### config.mk
export PLATFORM = sky130hd
export DESIGN_NAME = sync_mem_ctrl
export DESIGN_NICKNAME = d
export VERILOG_FILES = /design/src/rtl/mem_pkg.sv /design/src/rtl/mem_rd_pipe.sv /design/src/rtl/sync_mem_ctrl.sv
export SDC_FILE = /design/constraint.sdc
export NUM_CORES = 1
export LEC_CHECK = 0
export ABC_AREA = 1
export CORE_AREA = 2 2 356 358
export DETAILED_ROUTE_END_ITERATION = 7
export DIE_AREA = 0 0 358 360
export SLEW_MARGIN = 40
export SYNTH_ARGS = -nofsm -noshare
export SYNTH_HDL_FRONTEND = slang
export SYNTH_HIERARCHICAL = 1
export SYNTH_SLANG_ARGS = --single-unit
### constraint.sdc
create_clock -name clk -period 5.9 [get_ports clk]
set_input_delay 0.59 -clock clk [delete_from_list [all_inputs] [get_ports clk]]
set_output_delay 0.59 -clock clk [all_outputs]
set_load 0.05 [all_outputs]
### src/rtl/mem_pkg.sv
// Shared definitions for the synchronous memory controller.
// Latency: n/a (types and constants only).
// Backpressure: n/a.
// Contents: init FSM state encoding, read-latency bounds, response control width.
package mem_pkg;

  // Init FSM: CLEAR walks the array writing zeros, IDLE serves requests.
  typedef enum logic [0:0] {
    ST_CLEAR = 1'b0,
    ST_IDLE  = 1'b1
  } state_t;

  // Supported read latencies (accept edge to rsp_valid).
  localparam int RD_LAT_MIN = 1;
  localparam int RD_LAT_MAX = 2;

  // Control bits carried alongside read data in the response pipe: {valid, err}.
  localparam int RSP_CTRL_W = 2;

  // Out-of-range latency parameters are pulled back into the supported range
  // so the pipe depth is always legal.
  function automatic int clamp_lat(input int lat);
    if (lat < RD_LAT_MIN) return RD_LAT_MIN;
    if (lat > RD_LAT_MAX) return RD_LAT_MAX;
    return lat;
  endfunction

endpackage

### src/rtl/mem_rd_pipe.sv
// Read-response delay line carrying {valid, err, data}.
// Latency: RD_LAT cycles from in_valid at an edge to out_valid.
// Backpressure: none; accepts one entry per cycle, flush empties every stage.
// Ports: clk; flush (sync clear); in_valid/in_err/in_data; out_valid/out_err/out_data.
module mem_rd_pipe
  import mem_pkg::*;
#(
  parameter int WIDTH  = 8,
  parameter int RD_LAT = 1
) (
  input  logic             clk,
  input  logic             flush,
  input  logic             in_valid,
  input  logic             in_err,
  input  logic [WIDTH-1:0] in_data,
  output logic             out_valid,
  output logic             out_err,
  output logic [WIDTH-1:0] out_data
);

  localparam int DEPTH = clamp_lat(RD_LAT);
  localparam int SW    = WIDTH + RSP_CTRL_W;

  logic [DEPTH-1:0][SW-1:0] stage;
  logic [SW-1:0]            stage_in;

  // Non-valid slots are forced to zero so data/err read as 0 between responses.
  assign stage_in = in_valid ? {1'b1, in_err, in_data} : '0;

  always_ff @(posedge clk) begin
    if (flush) begin
      stage <= '0;
    end else begin
      stage[0] <= stage_in;
      for (int i = 1; i < DEPTH; i++) begin
        stage[i] <= stage[i-1];
      end
    end
  end

  assign {out_valid, out_err, out_data} = stage[DEPTH-1];

endmodule

### src/rtl/sync_mem_ctrl.sv
// Single-port synchronous RAM with valid/ready requests and pipelined read responses.
// Latency: reads respond RD_LAT cycles after the accept edge; writes commit at the accept edge.
// Backpressure: req_ready low while the post-reset clear runs; responses cannot be stalled.
// Ports: clk, rst (sync, active high); req_valid/req_ready/req_write/req_addr/req_wdata;
//        rsp_valid/rsp_data/rsp_err; wr_err (dropped out-of-range write); busy (clearing).
module sync_mem_ctrl
  import mem_pkg::*;
#(
  parameter int WIDTH  = 8,
  parameter int SIZE   = 100,
  parameter int ADDR_W = 8,
  parameter int RD_LAT = 1
) (
  input  logic              clk,
  input  logic              rst,
  input  logic              req_valid,
  output logic              req_ready,
  input  logic              req_write,
  input  logic [ADDR_W-1:0] req_addr,
  input  logic [WIDTH-1:0]  req_wdata,
  output logic              rsp_valid,
  output logic [WIDTH-1:0]  rsp_data,
  output logic              rsp_err,
  output logic              wr_err,
  output logic              busy
);

  localparam int                IDX_W    = (SIZE > 1) ? $clog2(SIZE) : 1;
  localparam logic [ADDR_W:0]   SIZE_X   = (ADDR_W + 1)'(SIZE);
  localparam logic [IDX_W-1:0]  LAST_IDX = IDX_W'(SIZE - 1);

  state_t           state;
  logic [IDX_W-1:0] clr_cnt;

  logic [WIDTH-1:0] mem [0:SIZE-1];

  logic             accept;
  logic             in_range;
  logic             wr_en;
  logic             rd_en;
  logic [IDX_W-1:0] idx;
  logic [WIDTH-1:0] rd_word;

  // Reset overrides a handshake that happens to coincide with it.
  assign accept   = req_valid & req_ready & ~rst;
  // One extra bit so addresses at or above SIZE never alias into the array.
  assign in_range = ({1'b0, req_addr} < SIZE_X);
  assign idx      = req_addr[IDX_W-1:0];
  assign wr_en    = accept & req_write & in_range;
  assign rd_en    = accept & ~req_write;
  assign rd_word  = in_range ? mem[idx] : '0;

  // Init FSM with registered req_ready/busy; wr_err pulses the cycle after a dropped write.
  always_ff @(posedge clk) begin
    if (rst) begin
      state     <= ST_CLEAR;
      clr_cnt   <= '0;
      req_ready <= 1'b0;
      busy      <= 1'b1;
      wr_err    <= 1'b0;
    end else begin
      wr_err <= accept & req_write & ~in_range;
      case (state)
        ST_CLEAR: begin
          clr_cnt <= clr_cnt + 1'b1;
          if (clr_cnt == LAST_IDX) begin
            state     <= ST_IDLE;
            clr_cnt   <= '0;
            req_ready <= 1'b1;
            busy      <= 1'b0;
          end
        end
        ST_IDLE: begin
          req_ready <= 1'b1;
          busy      <= 1'b0;
        end
        default: begin
          state     <= ST_CLEAR;
          clr_cnt   <= '0;
          req_ready <= 1'b0;
          busy      <= 1'b1;
        end
      endcase
    end
  end

  // Array write port: the clear walk owns it during CLEAR, requests afterwards.
  // No reset here so the array maps onto block RAM.
  always_ff @(posedge clk) begin
    if (!rst && state == ST_CLEAR) begin
      mem[clr_cnt] <= '0;
    end else if (wr_en) begin
      mem[idx] <= req_wdata;
    end
  end

  // First pipe stage doubles as the RAM output register.
  mem_rd_pipe #(
    .WIDTH  (WIDTH),
    .RD_LAT (RD_LAT)
  ) u_rd_pipe (
    .clk       (clk),
    .flush     (rst),
    .in_valid  (rd_en),
    .in_err    (~in_range),
    .in_data   (rd_word),
    .out_valid (rsp_valid),
    .out_err   (rsp_err),
    .out_data  (rsp_data)
  );

endmodule

==> metrics.txt <==
CP Capture Point mem[55][5]$_DFFE_PP_; Seq/Total Area, Yosys 70.13%; Crit. End Element flop; Root Driver clkbuf_16; # fillers 12700; GRT Total Usage 14.12%; Area contributors post-synth edfxtp_1 69%, nand2_1 11%, nand3_1 5.1%; max_cap viols 0; pwr/cell area 307.6 nW/um^2; synth warn 6; Die W 358 um; total gr overflow 0; Tmin final 4.713 ns; syn_nets 3343; largest net degree at the start of global routing 160; initial antenna violation count 3; crit path from req_addr[4]; Slew @ Worst Pin 0.8829 ns; clk slew on worst S/H paths 0.06 ns; Leakage 15.86 nW; Port Buffers 32; Final GP Congestion 0.8659; R2R depth 6; initial core utilization 27.90%; Die ar. 128900 sq um; mean cell area of the mapped netlist 10.49 sq um; Slew headroom 41.00%; fraction of layout cells with a size suffix above 1 6.156%; total CTS buffers 84; worst r2r src req_ready$_SDFFE_PP0P_; boundary pin count 33; Syn Std Cell Area 34860 sq um; post-cts resize count 0; CTS sink cnt 821; Clock Latency Late Sink 0.65 ns; hold crit path type flop to flop; peak supply drop 259.0 uV; Syn Inst Count 3322; Setup Buffers After CTS 0; Final TNS setup 0 ns; RSZ-0062 raised after global routing false; drt first pass iters 7; CP Max Fanout 28; Nets 3328; first-pass GRT wire length 138.5 mm; DP Wirelength 53.42 mm; Initial DRC Count 2302; Synth cell types 34; final WL 92.95 mm; WP data required 6.16 ns; CORE AREA 124900 sq um; die height 360 um; Wirelength per Cell 18.48 um; vias 23090; Final Cell Area 39790 sq um; Worst R2R Setup Slack 2.05 ns; maximum clock rate 212.2 MHz; area delta synth->final 14.15%; Vias/cell 4.591; DRT antenna net count 0; CTS tree built; FF+latch area 24440 sq um; vias in the first global route 22480; Final period util 79.88%; Synth top area share 68.92%; cts-stage hold buffer count 0; DRC 0; Power Total 12.24 mW; worst clock skew 0.03040 ns; Bufs on Longest Clock Path 3; Setup violations, final 0; max-slew violation count 0; status finished, final reports clean; Core Rows 130; area leader, netlist edfxtp_1; Final Hold Fails 0; cell area after placement 36930 sq um; RR Endpoint mem[55][5]$_DFFE_PP_; Seq cells post-synth 821; H-tree depth 3; footprint of the multi-input gates 8762 sq um; WS Path Type primary input to flop; WP data arrival 4.97 ns; startpoint types primary input
-- how the worst min path moves through the flow --
stage,from,endpoint,slack (ns),depth (start not counted)
after floorplan,clr_cnt[5]$_SDFFE_PP0N_,clr_cnt[5]$_SDFFE_PP0N_,0.46,2
after global placement,busy$_SDFFE_PP1P_,busy$_SDFFE_PP1P_,0.46,2
after detailed placement,busy$_SDFFE_PP1P_,busy$_SDFFE_PP1P_,0.44,2
after CTS,busy$_SDFFE_PP1P_,busy$_SDFFE_PP1P_,0.45,2
after global routing,busy$_SDFFE_PP1P_,busy$_SDFFE_PP1P_,0.48,2
final,busy$_SDFFE_PP1P_,busy$_SDFFE_PP1P_,0.45,2
-- layer usage --
layer	vias up	share of wire, %	track usage [%]	wire length (um)
met1	11210	44	19.24	40600
met4	0	2.9	4.701	2650
met5	-	0	0	0
met3	139	6.4	1.825	5948
met2	760	47	23.15	43750
li1	10990	-	-	-
-- cell usage in the layout (no fill, tap or decap), drive strengths merged, types with 9 or more instances in the layout --
cell           synthesis  routed
nand2               1069    1069
clkbuf               114     110
nor2                 441     441
a21oi                 23      23
clkinv                 4      36
nand3                357     357
o21ai                149     149
inv                  264     269
bufinv                 0       9
buf                   59      43
dfxtp                 21      21
clkdlybuf4s50          0      28
edfxtp               800     800
-- Yosys cell counts --
cell type,instances
nand2_1,1064
edfxtp_1,800
nor2_1,440
nand3_1,355
inv_1,261
o21ai_0,142
clkbuf_1,113
buf_2,36
a21oi_1,22
dfxtp_1,21
buf_1,17
and3_1,8
nand4_4,6
buf_6,5
o21ai_4,5
clkinv_1,4
nand2_2,4
inv_2,3
a21oi_2,1
a221oi_1,1
buf_4,1
clkbuf_2,1
ha_1,1
nand2_4,1
nand3_2,1
nand3_4,1
nand3b_1,1
nand4_1,1
nand4_2,1
nor2_8,1
nor3_1,1
o21ai_1,1
o21ai_2,1
xor2_1,1
-- power breakdown --
part           internal (mW)  leakage, nW  switching (mW)
combinational          0.151         5.22           0.440
sequential              6.31         9.30         0.00511
clock                   3.11         1.34            2.22
total                   9.58         15.9            2.66
-- cells by family (layout without fill, tap and decap cells) --
kind of cell	Yosys count	after routing	synth area share, %
buffers and inverters	441	498	5.000
and+or+nand+nor	1885	1885	22.13
DFF	821	821	70.13
other	0	1	0
xor gates and xnor gates	1	1	0.02513
AOI/OAI and AO/OA	173	173	2.678
adders and majority gates	1	1	0.03589
-- per-stage QoR --
stage | hold WS [ns] | util (%) | setup slack [ns] | std cells
finish | 0.4510 | 31.85 | 1.187 | 5030
global placement | 0.4607 | 29.56 | 0.6042 | 4868
floorplan | 0.4582 | - | 1.451 | 3322
global route | 0.4769 | 31.85 | 0.9957 | 5030
detailed placement | 0.4368 | 29.56 | 0.5532 | 4868
CTS | 0.4530 | 31.77 | 1.222 | 5026
-- worst max-delay path, cell delays in order --
cell and delay (ns):
clkdlybuf4s50_1 0.58, clkinv_1 0.16, buf_4 0.25, nand2_1 0.09
a21oi_2 0.51, nand3_4 0.59, o21ai_4 0.54, nand4_2 0.77
nor2_1 0.86
-- registers in the layout, summed over array words and instances, names as in the netlist --
register and flops:
clr_cnt 7, req_ready 1, wr_err 1, mem 800, u_rd_pipe/stage 10, state 1, busy 1
-- layout make-up --
class                      instances  area share [%]
sequential                       821           61.44
timing repair buffer              72           1.865
inverter                         268           2.560
clock inverter                    49           1.220
multi-input combinational       2060           22.02
clock buffer                     109           5.701
antenna                            1        0.006290
tap                             1650           5.189
Note: power is estimated with default switching activity, not from simulation.
